**config.mk**
```make
export PLATFORM = sky130hd
export DESIGN_NAME = approx_mult_err_stats_flat
export DESIGN_NICKNAME = d
export VERILOG_FILES = /design/src/rtl/approx_mult_err_stats_if.sv /design/src/rtl/approx_mult_err_stats.sv /design/src/flat_wrapper.sv
export SDC_FILE = /design/constraint.sdc
export NUM_CORES = 1
export LEC_CHECK = 0
export ABC_AREA = 1
export CAP_MARGIN = 40
export CELL_PAD_IN_SITES_DETAIL_PLACEMENT = 0
export CELL_PAD_IN_SITES_GLOBAL_PLACEMENT = 2
export CORE_ASPECT_RATIO = 1.5
export CORE_MARGIN = 2
export CORE_UTILIZATION = 35
export DETAILED_ROUTE_END_ITERATION = 8
export GPL_TIMING_DRIVEN = 1
export PLACE_DENSITY = 0.92
export SLEW_MARGIN = 20
export SYNTH_ARGS = -nofsm -noshare
export SYNTH_HDL_FRONTEND = slang
export SYNTH_SLANG_ARGS = --single-unit
```
**constraint.sdc**
```tcl
create_clock -name clk -period 7.9 [get_ports clk]
set_clock_uncertainty 0.15 [all_clocks]
set_input_delay 1.185 -clock clk [delete_from_list [all_inputs] [get_ports clk]]
set_output_delay 1.185 -clock clk [all_outputs]
set_load 0.05 [all_outputs]
```
**src/rtl/approx_mult_err_stats_if.sv**
```systemverilog
// Sample stream carrying operand pairs and the approximate product under test.
interface approx_mult_err_stats_if;
    logic        in_valid;
    logic        in_ready;
    logic [7:0]  x;
    logic [7:0]  y;
    logic [15:0] z_apx;

    modport master (output in_valid, x, y, z_apx, input in_ready);
    modport slave  (input in_valid, x, y, z_apx, output in_ready);
endinterface

```
**src/rtl/approx_mult_err_stats.sv**
```systemverilog
// Windowed error statistics for an unsigned 8x8 approximate multiplier:
// signed sum, squared sum, max magnitude and inexact count of (x*y - z_apx).
module approx_mult_err_stats #(
    parameter int unsigned CNT_W = 16,
    parameter int unsigned ACC_W = 48
) (
    input  logic                      clk,
    input  logic                      rst,
    input  logic                      start,
    input  logic [CNT_W-1:0]          num_samples,
    approx_mult_err_stats_if.slave    s_if,
    output logic                      busy,
    output logic                      done,
    output logic [ACC_W-1:0]          sum_err,
    output logic [ACC_W-1:0]          sum_sq_err,
    output logic [15:0]               max_abs_err,
    output logic [CNT_W-1:0]          err_count
);
    typedef enum logic [1:0] {StIdle, StRun, StDrain, StDone} state_e;

    state_e            state_q, state_d;
    logic [CNT_W-1:0]  n_q, n_d, cnt_q, cnt_d;
    logic              drain_q, drain_d;
    logic              accept, clear;

    logic              s1_valid_q, s1_valid_d;
    logic signed [16:0] e_q, e_d;
    logic [15:0]       prod;

    logic              s2_valid_q, s2_valid_d;
    logic signed [16:0] e2_q, e2_d;
    logic [15:0]       a_q, a_d;
    logic [31:0]       s_q, s_d;
    logic              nz_q, nz_d;

    logic [ACC_W-1:0]  sum_q, sum_d, sq_q, sq_d;
    logic [15:0]       max_q, max_d;
    logic [CNT_W-1:0]  ecnt_q, ecnt_d;
    logic [ACC_W:0]    sum_ext, sq_ext;

    assign s_if.in_ready = (state_q == StRun);
    assign accept        = s_if.in_valid && s_if.in_ready;
    assign busy          = (state_q == StRun) || (state_q == StDrain);
    assign done          = (state_q == StDone);

    always_comb begin
        state_d = state_q;
        n_d     = n_q;
        cnt_d   = cnt_q;
        drain_d = drain_q;
        clear   = 1'b0;
        unique case (state_q)
            StIdle: begin
                if (start) begin
                    clear = 1'b1;
                    n_d   = num_samples;
                    cnt_d = '0;
                    state_d = (num_samples != '0) ? StRun : StDone;
                end
            end
            StRun: begin
                if (accept) begin
                    cnt_d = cnt_q + CNT_W'(1);
                    if (cnt_q + CNT_W'(1) == n_q) begin
                        state_d = StDrain;
                        drain_d = 1'b0;
                    end
                end
            end
            // Two cycles let the last sample clear both pipeline stages.
            StDrain: begin
                if (drain_q) state_d = StDone;
                else         drain_d = 1'b1;
            end
            StDone:  state_d = StIdle;
            default: state_d = StIdle;
        endcase
    end

    always_comb begin
        prod       = 16'(s_if.x) * 16'(s_if.y);
        e_d        = $signed({1'b0, prod}) - $signed({1'b0, s_if.z_apx});
        s1_valid_d = accept;

        s2_valid_d = s1_valid_q;
        e2_d       = e_q;
        a_d        = e_q[16] ? 16'(-e_q) : e_q[15:0];
        s_d        = 32'(a_d) * 32'(a_d);
        nz_d       = (e_q != '0);
    end

    always_comb begin
        sum_ext = {sum_q[ACC_W-1], sum_q} + {{(ACC_W-16){e2_q[16]}}, e2_q};
        sq_ext  = {1'b0, sq_q} + {{(ACC_W-31){1'b0}}, s_q};
        sum_d   = sum_q;
        sq_d    = sq_q;
        max_d   = max_q;
        ecnt_d  = ecnt_q;
        if (clear) begin
            sum_d  = '0;
            sq_d   = '0;
            max_d  = '0;
            ecnt_d = '0;
        end else if (s2_valid_q) begin
            // Sign disagreement between the guard bit and MSB marks overflow.
            if (sum_ext[ACC_W] != sum_ext[ACC_W-1]) begin
                sum_d = sum_ext[ACC_W] ? {1'b1, {(ACC_W-1){1'b0}}} : {1'b0, {(ACC_W-1){1'b1}}};
            end else begin
                sum_d = sum_ext[ACC_W-1:0];
            end
            sq_d = sq_ext[ACC_W] ? '1 : sq_ext[ACC_W-1:0];
            if (a_q > max_q) max_d = a_q;
            if (nz_q) ecnt_d = ecnt_q + CNT_W'(1);
        end
    end

    always_ff @(posedge clk) begin
        if (rst) begin
            state_q    <= StIdle;
            n_q        <= '0;
            cnt_q      <= '0;
            drain_q    <= 1'b0;
            s1_valid_q <= 1'b0;
            e_q        <= '0;
            s2_valid_q <= 1'b0;
            e2_q       <= '0;
            a_q        <= '0;
            s_q        <= '0;
            nz_q       <= 1'b0;
            sum_q      <= '0;
            sq_q       <= '0;
            max_q      <= '0;
            ecnt_q     <= '0;
        end else begin
            state_q    <= state_d;
            n_q        <= n_d;
            cnt_q      <= cnt_d;
            drain_q    <= drain_d;
            s1_valid_q <= s1_valid_d;
            e_q        <= e_d;
            s2_valid_q <= s2_valid_d;
            e2_q       <= e2_d;
            a_q        <= a_d;
            s_q        <= s_d;
            nz_q       <= nz_d;
            sum_q      <= sum_d;
            sq_q       <= sq_d;
            max_q      <= max_d;
            ecnt_q     <= ecnt_d;
        end
    end

    assign sum_err     = sum_q;
    assign sum_sq_err  = sq_q;
    assign max_abs_err = max_q;
    assign err_count   = ecnt_q;
endmodule

```
**src/flat_wrapper.sv**
```systemverilog
// flat-port wrapper written by rule: the top's interface ports become plain ports
module approx_mult_err_stats_flat 
#(
    parameter int unsigned CNT_W = 16,
    parameter int unsigned ACC_W = 48
)
  (clk, rst, start, num_samples, busy, done, sum_err, sum_sq_err, max_abs_err, err_count, s_if_in_valid, s_if_x, s_if_y, s_if_z_apx, s_if_in_ready);
  approx_mult_err_stats_if s_if_i ();
  input  logic clk;
  input  logic rst;
  input  logic start;
  input  logic [CNT_W-1:0] num_samples;
  output logic busy;
  output logic done;
  output logic [ACC_W-1:0] sum_err;
  output logic [ACC_W-1:0] sum_sq_err;
  output logic [15:0] max_abs_err;
  output logic [CNT_W-1:0] err_count;
  input wire logic [$bits(s_if_i.in_valid)-1:0] s_if_in_valid;
  input wire logic [$bits(s_if_i.x)-1:0] s_if_x;
  input wire logic [$bits(s_if_i.y)-1:0] s_if_y;
  input wire logic [$bits(s_if_i.z_apx)-1:0] s_if_z_apx;
  output wire logic [$bits(s_if_i.in_ready)-1:0] s_if_in_ready;
  assign s_if_i.in_valid = s_if_in_valid;
  assign s_if_i.x = s_if_x;
  assign s_if_i.y = s_if_y;
  assign s_if_i.z_apx = s_if_z_apx;
  assign s_if_in_ready = s_if_i.in_ready;
  approx_mult_err_stats #(.CNT_W(CNT_W), .ACC_W(ACC_W)) u_core (.clk(clk), .rst(rst), .start(start), .num_samples(num_samples), .s_if(s_if_i), .busy(busy), .done(done), .sum_err(sum_err), .sum_sq_err(sum_sq_err), .max_abs_err(max_abs_err), .err_count(err_count));
endmodule
```
==> metrics <==
H-tree levels 1; vias in the first global route between 20,000 and 25,000; Yosys warning count 0; crit share post-route 0.916; # IOs 183; setup bufs post-CTS 0; Arr. time, crit path around 7.6 ns; most used cell along the critical path inv_1; outcome finished, final reports clean; Synth Register Bits approximately 250; largest net degree at the start of global routing 73; DRC Markers 0; via count 24,200; n_diodes 0; post-synthesis cell type count 53; IO buf count between 150 and 200; layout cells sized above 1 0.0442; RSZ-0062 raised after global routing no; crit path max-delay cell type fa_1; top-count cell post-synth nand2_1; Tot GR Track Use 0.227; dpl cells between 4,000 and 5,000; CP Data Required Time 8.30 ns; core box area 73,600 um^2; chip height about 340 um; CTS sink cnt between 200 and 250; Critical Path End Type register; Worst Hold Class register to register; # rows 122; final cell count without fillers roughly 4,900; clock slew at reported path FFs 0.06 ns; Die ar. ~76,000 um^2; Initial Util 0.352; M2 GR Usage 0.464; Startpoint Class register; DR vias/cell ~4.9; Die W ~230 um; First-pass DRT Iterations 5; Hold Crit Start u_core.s1_valid_q; Max Slew Vio Count 0; syn nets between 4,000 and 5,000; fmax approximately 140 MHz; cells after synthesis 3,767; netlist area before placement 25,900 um^2; M1 GR Usage 0.227; Avg Cell Area, Syn between 6 and 7 um^2; Post-synth top cells nand2_1 (857), inv_1 (686), nor2_1 (427); Post-synth EDFFs 0; GRT Max-Usage Layer met2; antenna violations before repair 0; Post-synth ARST share 0; crit path time final about 7.2 ns; cts hold-fix bufs 0; Final #Nets approximately 4,400; top cells by area, synth dfxtp_1 (19%), fa_1 (17%), nand2_1 (12%), ha_1 (12%), inv_1 (9.9%); hold slack approximately 0.25 ns; Final Setup Violations 0; critical path peak fanout 10; Final HPWL DP between 70,000 and 80,000 um; Seq/Total Area, Yosys 0.189; CTS tree built; Worst-Skew Late Latency around 0.62 ns; Worst R2R Start u_core.e2_d[1]; post-route ant nets 0; met3 Usage GRT 0.0190; CP Class register to register; post-cts resize count 0; Setup TNS Final 0 ns; Routed WL per cell 17.6 um; Synth top area share 0.189; endpoints failing hold 0; routability cong. 0.935; fillcell total 7,955; Setup crit start u_core.e2_d[1]; Max-Cap Viols 0; first-pass GRT wire length 134,000 um; clock root buffer clkbuf_16; Slew HR 0.412; DRT Wirelength between 80,000 and 90,000 um; main flop type after synthesis dfxtp_1; worst-case clock buffer depth 3; final global-route overflow total 0; fin util 0.406; Num CTS Buffers 29; post-synth top area cell dfxtp_1; Least-Margin Pin Slew about 0.87 ns; Max stage delay on crit path about 0.55 ns; Syn-to-layout area delta 15.3%; initial DRC count 913
critical path, delay by kind of cell, from the launching register on:
family	cells	cell delay, ns
DFF	1	0.32
buffers and inverters	9	0.77
and+or+nand+nor	14	1.47
adders and majority gates	8	3.54
AOI/OAI and AO/OA	4	0.91
layout by cell type (no fill, tap or decap), drive strengths merged, types with 6 or more instances in the layout:
cell type,instances
a21boi,6
a21o,8
a21oi,315
a31oi,18
buf,28
clkbuf,33
clkdlybuf4s50,181
clkinv,17
dfxtp,245
fa,214
ha,242
inv,703
nand2,865
nand3,178
nand3b,8
nand4,40
nor2,440
nor3,37
nor4,13
o21a,14
o21ai,190
o21bai,29
or2,6
xnor2,34
xor2,45
final timing paths:
kind                       end  slack [ns]  cells after the start
min          u_core.s2_valid_q        0.25                      2
max reg2reg     u_core.s_q[25]        0.66                     35
min reg2reg  u_core.s2_valid_q        0.25                      2
max             u_core.s_q[25]        0.66                     35
cell type report:
type | count | area [um^2] | share of cell area
multi-input combinational | 2726 | 17900 | 0.601
inverter | 704 | 2640 | 0.0885
tap | 992 | 1240 | 0.0416
clock inverter | 21 | 249 | 0.00834
sequential | 245 | 4910 | 0.164
clock buffer | 33 | 771 | 0.0258
timing repair buffer | 209 | 2090 | 0.0702
kinds of logic after synthesis:
group	count (synthesis)	synth area share
AOI/OAI and AO/OA	599	0.129
buffers and inverters	796	0.119
adders and majority gates	456	0.282
DFF	245	0.189
xor gates and xnor gates	79	0.0270
and+or+nand+nor	1592	0.253
state kept, by name (all words and copies together) (netlist names), 15 cells and up:
| register | count |
|---|---|
| u_core.cnt_q | 16 |
| u_core.s_q | 31 |
| u_core.e2_q | 16 |
| u_core.e2_d | 17 |
| u_core.sum_sq_err | 48 |
| u_core.n_q | 16 |
| u_core.err_count | 16 |
| u_core.a_q | 15 |
| u_core.sum_err | 48 |
| u_core.max_abs_err | 16 |
stage by stage:
step	setup slack (ns)	instance area, um^2
2_1_floorplan	0.771	25900
3_3_place_gp	0.858	28700
3_5_place_dp	0.728	28800
4_1_cts	0.679	29900
5_1_grt	0.216	29900
6_report	0.663	29900
routing by layer:
layer  wire length, um  part of all wire
met5                 0                 0
met4              4160             0.048
met3              2540             0.029
met2             48500              0.56
met1             31600              0.36
Power is not shown: default switching activity piles up to over one toggle a cycle in this logic, so the estimate is an artifact.
